`src/rtl/design6_seq_if.sv`:
```
// Bundle of the request/result signals of the sequential four-operand adder.
// start is a request with no ready: it is taken only when the adder is idle.
// valid is a one-cycle strobe that marks a new result on F.
interface design6_seq_if #(
  parameter int WIDTH = 4
);
  logic             start;
  logic [WIDTH-1:0] A;
  logic [WIDTH-1:0] B;
  logic [WIDTH-1:0] C;
  logic [WIDTH-1:0] D;
  logic [WIDTH+1:0] F;
  logic             valid;

  modport master (
    output start, A, B, C, D,
    input  F, valid
  );

  modport slave (
    input  start, A, B, C, D,
    output F, valid
  );
endinterface

```
`src/rtl/design6_seq.sv`:
```
// Sequential four-operand adder: captures A..D on start, adds one operand per
// cycle into a WIDTH+2 accumulator and strobes valid with the sum on F.
module design6_seq #(
  parameter int WIDTH = 4
) (
  input  logic             clk,
  input  logic             rst,
  design6_seq_if.slave     bus,
  output logic [2:0]       fsm_state
);
  localparam int RW = WIDTH + 2;

  typedef enum logic [2:0] {
    IDLE  = 3'd0,
    ACC_B = 3'd1,
    ACC_C = 3'd2,
    ACC_D = 3'd3,
    DONE  = 3'd4
  } state_t;

  state_t           state;
  state_t           state_next;
  logic [WIDTH-1:0] b_reg;
  logic [WIDTH-1:0] c_reg;
  logic [WIDTH-1:0] d_reg;
  logic [RW-1:0]    acc;
  logic [RW-1:0]    f_q;
  logic             valid_q;

  always_ff @(posedge clk) begin
    if (rst) state <= IDLE;
    else     state <= state_next;
  end

  always_comb begin
    state_next = IDLE;
    case (state)
      IDLE:    state_next = bus.start ? ACC_B : IDLE;
      ACC_B:   state_next = ACC_C;
      ACC_C:   state_next = ACC_D;
      ACC_D:   state_next = DONE;
      DONE:    state_next = IDLE;
      default: state_next = IDLE;
    endcase
  end

  // A is folded straight into the accumulator, so only B..D need holding.
  always_ff @(posedge clk) begin
    if (rst) begin
      b_reg   <= '0;
      c_reg   <= '0;
      d_reg   <= '0;
      acc     <= '0;
      f_q     <= '0;
      valid_q <= 1'b0;
    end else begin
      case (state)
        IDLE: begin
          if (bus.start) begin
            b_reg <= bus.B;
            c_reg <= bus.C;
            d_reg <= bus.D;
            acc   <= {2'b00, bus.A};
          end
        end
        ACC_B: acc <= acc + {2'b00, b_reg};
        ACC_C: acc <= acc + {2'b00, c_reg};
        ACC_D: begin
          f_q     <= acc + {2'b00, d_reg};
          valid_q <= 1'b1;
        end
        DONE:    valid_q <= 1'b0;
        default: valid_q <= 1'b0;
      endcase
    end
  end

  assign bus.F     = f_q;
  assign bus.valid = valid_q;
  assign fsm_state = state;
endmodule

```
`src/flat_wrapper.sv`:
```
// flat-port wrapper written by rule: the top's interface ports become plain ports
module design6_seq_flat 
#(
  parameter int WIDTH = 4
)
  (clk, rst, fsm_state, bus_start, bus_A, bus_B, bus_C, bus_D, bus_F, bus_valid);
  design6_seq_if #(.WIDTH(WIDTH)) bus_i ();
  input  logic clk;
  input  logic rst;
  output logic [2:0] fsm_state;
  input wire logic [$bits(bus_i.start)-1:0] bus_start;
  input wire logic [$bits(bus_i.A)-1:0] bus_A;
  input wire logic [$bits(bus_i.B)-1:0] bus_B;
  input wire logic [$bits(bus_i.C)-1:0] bus_C;
  input wire logic [$bits(bus_i.D)-1:0] bus_D;
  output wire logic [$bits(bus_i.F)-1:0] bus_F;
  output wire logic [$bits(bus_i.valid)-1:0] bus_valid;
  assign bus_i.start = bus_start;
  assign bus_i.A = bus_A;
  assign bus_i.B = bus_B;
  assign bus_i.C = bus_C;
  assign bus_i.D = bus_D;
  assign bus_F = bus_i.F;
  assign bus_valid = bus_i.valid;
  design6_seq #(.WIDTH(WIDTH)) u_core (.clk(clk), .rst(rst), .bus(bus_i), .fsm_state(fsm_state));
endmodule
```
`config.mk`:
```
export PLATFORM = sky130hd
export DESIGN_NAME = design6_seq_flat
export DESIGN_NICKNAME = d
export VERILOG_FILES = /design/src/rtl/design6_seq_if.sv /design/src/rtl/design6_seq.sv /design/src/flat_wrapper.sv
export SDC_FILE = /design/constraint.sdc
export NUM_CORES = 1
export LEC_CHECK = 0
export CORE_AREA = 2 2 53 55
export CTS_BUF_LIST = sky130_fd_sc_hd__clkbuf_8
export CTS_CLUSTER_DIAMETER = 50
export DETAILED_ROUTE_END_ITERATION = 12
export DIE_AREA = 0 0 55 57
export DONT_BUFFER_PORTS = 1
export GPL_TIMING_DRIVEN = 0
export PLACE_DENSITY = 0.83
export SLEW_MARGIN = 20
export SYNTH_ARGS = -nofsm -noshare
export SYNTH_HDL_FRONTEND = slang
export SYNTH_SLANG_ARGS = --single-unit
```
`constraint.sdc`:
```
create_clock -name clk -period 2.53 [get_ports clk]
set_input_delay 0.3795 -clock clk [delete_from_list [all_inputs] [get_ports clk]]
set_output_delay 0.3795 -clock clk [all_outputs]
set_load 0.02 [all_outputs]
```
==> results.toml <==
[outcome]
status = "finished clean"

[setup_path]
max_stage_delay_ns = 0.40
worst_setup_path_end_kind = "flip-flop"
arrival_ns = 2.56
setup.worst_path.class = "reg -> reg"
path_cells = "buf_6 -> nor3b_4 -> mux2_2 -> ha_1 -> fa_2 -> a21o_1 -> a21oi_1 -> nor2b_1 -> mux2i_1"
start_kind = "flip-flop"
crit_fanout = 10
cp.required_ns = 2.70
cpMaxStageDelayCell = "dfxtp_4"

[final_layout]
syn_to_final_growth_pct = 9.00
num_antenna_cells = 0
drive_above_1_share_pct = 12.4
final_core_util_pct = 61.4
fin_cells = 209
fillCellCount = 234
fin_nets = 208

[clock_tree]
clkLatencyLatePin_ns = 0.28
cts_root_buf = "clkbuf_8"
clk_pin_slew_ns = 0.10
clock_sinks = 28
cts_buffer_depth = 2
htree_num_levels = 1
cts_buffers = 3
cts_tree = "built"

[logic_synthesis]
ys_warn_count = 0
synthCells = 173
ys_ff_latch = 28
yosysSeqAreaShare_pct = 38.0
synth_top_area_share_pct = 38.0
synth_largest_area_cell = "dfxtp_1"
syn-num-nets = 202
synthTopCellsByArea = "dfxtp_1 38%, nand2_1 9.2%, ha_1 6.8%, a21oi_1 6.1%, nand3_1 3.1%"
syn_area_per_cell_um2 = 8.52
synthDistinctLibCells = 36
synth.cell_area_mm2 = 0.00147

[route]
vias = 1208
antenna_left = 0
wl_per_cell_um = 14.6
vias_per_cell = 5.78
drc = 0
drt_iter0_markers = 33
wl_mm = 3.06
first_pass_iters = 4

[sta]
fin_setup_tns_ns = 0
worst_hold_slack_ns = 0.220
max_slew.worst_pin.slew_ns = 0.516
drv_slew = 0
slew_headroom_pct = 65.4
post-route-period-util_pct = 94.5
finalSetupViolations = 0
rsz0062_at_grt = "no"
period_needed_ns = 2.39
hold_viol = 0
clock_skew_ns = 0.00732
max_freq_ghz = 0.418

[grt]
first_global_vias = 1199
antenna_found_initial = 0
top_usage_layer = "met2"
grt_pass1_wl_mm = 5.19
grt_max_degree = 17
use_met3_pct = 3.93
use_met1_pct = 29.6
grt.overflow.total = 0
gr-usage-met2_pct = 36.7
grt_usage_pct = 22.3

[power]
finalPower_mw = 1.12
powerDensity_mw_per_mm2 = 696
p_leak_nw = 0.637
ir_drop_v = 0.000471

[floorplanning]
coreArea_mm2 = 0.00262
die_w_um = 55
die_h_um = 57
num_io_pins = 29
rows = 19
start_util_pct = 56.4
dieArea_mm2 = 0.00314

[placed_design]
placedCellCount = 204
io_buffer_count = 0
hpwlAfterDp_mm = 2.29
place_congestion = 0.856

[hold_path]
hp-class = "in -> reg"

[run]
cap_violations = 0
## where the power goes
part           leakage (nW)  total, mW  switching, mW  internal (mW)
clock network        0.0357      0.358          0.146          0.212
registers             0.230      0.518         0.0394          0.478
logic                 0.371      0.243          0.139          0.104
total                 0.637       1.12          0.324          0.794
## path summary, 6_finish.rpt
| kind | start | end | slack [ns] | depth (start not counted) |
|---|---|---|---|---|
| setup / recovery | u_core.fsm_state[1] | u_core.acc[4] | 0.14 | 9 |
| hold reg to reg | u_core.b_reg[2] | u_core.b_reg[2] | 0.46 | 2 |
| setup reg to reg | u_core.fsm_state[1] | u_core.acc[4] | 0.14 | 9 |
| hold / removal | bus_B[2] | u_core.b_reg[2] | 0.22 | 2 |
## stage by stage
stage          area, µm²  worst slack (ns)
6_report            1610             0.139
5_1_grt             1610            0.0395
4_1_cts             1590           0.00304
3_5_place_dp        1510            -0.119
3_3_place_gp        1510            -0.120
2_1_floorplan       1470            0.0787
## area by class of cell
| type | count | area (µm²) | area share, % |
|---|---|---|---|
| Buffer | 10 | 71.3 | 4.44 |
| Clock buffer | 3 | 41.3 | 2.57 |
| Clock inverter | 1 | 30.0 | 1.87 |
| Inverter | 6 | 22.5 | 1.40 |
| Multi-Input combinational cell | 129 | 828 | 51.6 |
| Sequential cell | 28 | 567 | 35.3 |
| Tap cell | 31 | 38.8 | 2.41 |
| Timing Repair Buffer | 1 | 7.51 | 0.467 |
## metal layers
metal / share of wire [%] / vias to the layer above
met5: 0 / -
met2: 48 / 28
li1: - / 617
met3: 5.1 / 7
met1: 44 / 556
met4: 2.0 / 0
## critical path: cells and delay by family (launching register included)
family          cells  cell delay (ns)
compound gates      2             0.34
flops               1             0.40
buf+inv             1             0.15
simple gates        2             0.33
fa+ha+maj           2             0.58
mux                 2             0.48
## timing repair
action | CTS | global route
setup endpoints to repair | 3 | 3
resized for setup | 2 | 4
pin swaps | 0 | 1
hold buffers | 0 | 0
buffers inserted | 0 | 1
## cells in the mapped netlist
master,number
a2111oi_0,1
a211oi_1,3
a21o_1,2
a21oi_1,18
a311oi_1,3
a31oi_1,1
and3b_1,1
buf_2,3
buf_6,4
clkbuf_1,3
dfxtp_1,28
fa_1,2
ha_1,8
inv_1,6
mux2_2,4
mux2i_1,2
nand2_1,36
nand3_1,9
nand3b_1,1
nand4_1,1
nor2_1,9
nor2b_1,3
nor3_1,6
nor3b_1,1
nor3b_2,1
nor4_1,1
nor4b_4,1
o211ai_1,2
o21a_1,1
o21ai_0,3
o21bai_1,1
o221ai_1,1
o311ai_0,1
o311ai_1,1
or3_1,2
xor2_1,3
## cell usage in the layout (no fill, tap or decap), types with 2 or more instances in the layout
cell and n:
inv_1 6, xor2_1 3, ha_1 8, buf_2 3, clkbuf_1 3, mux2_2 4, a21oi_1 18, or3_1 2
a311oi_1 3, dfxtp_1 25, o211ai_1 2, a21o_1 2, a211oi_1 3, nand3_1 9, nor2b_1 3, clkbuf_8 3
o21ai_0 3, dfxtp_2 2, nor3_1 6, nand2_1 36, buf_6 4, mux2i_1 2, nor2_1 9
## kinds of logic after synthesis
group	after synthesis	synth area share [%]
compound gates	38	16.3
xor+xnor	3	1.78
buf+inv	16	6.37
simple gates	72	23.6
mux	6	4.41
fa+ha+maj	10	9.51
flops	28	38.0
No activity file was read; power rests on OpenSTA's default activity.
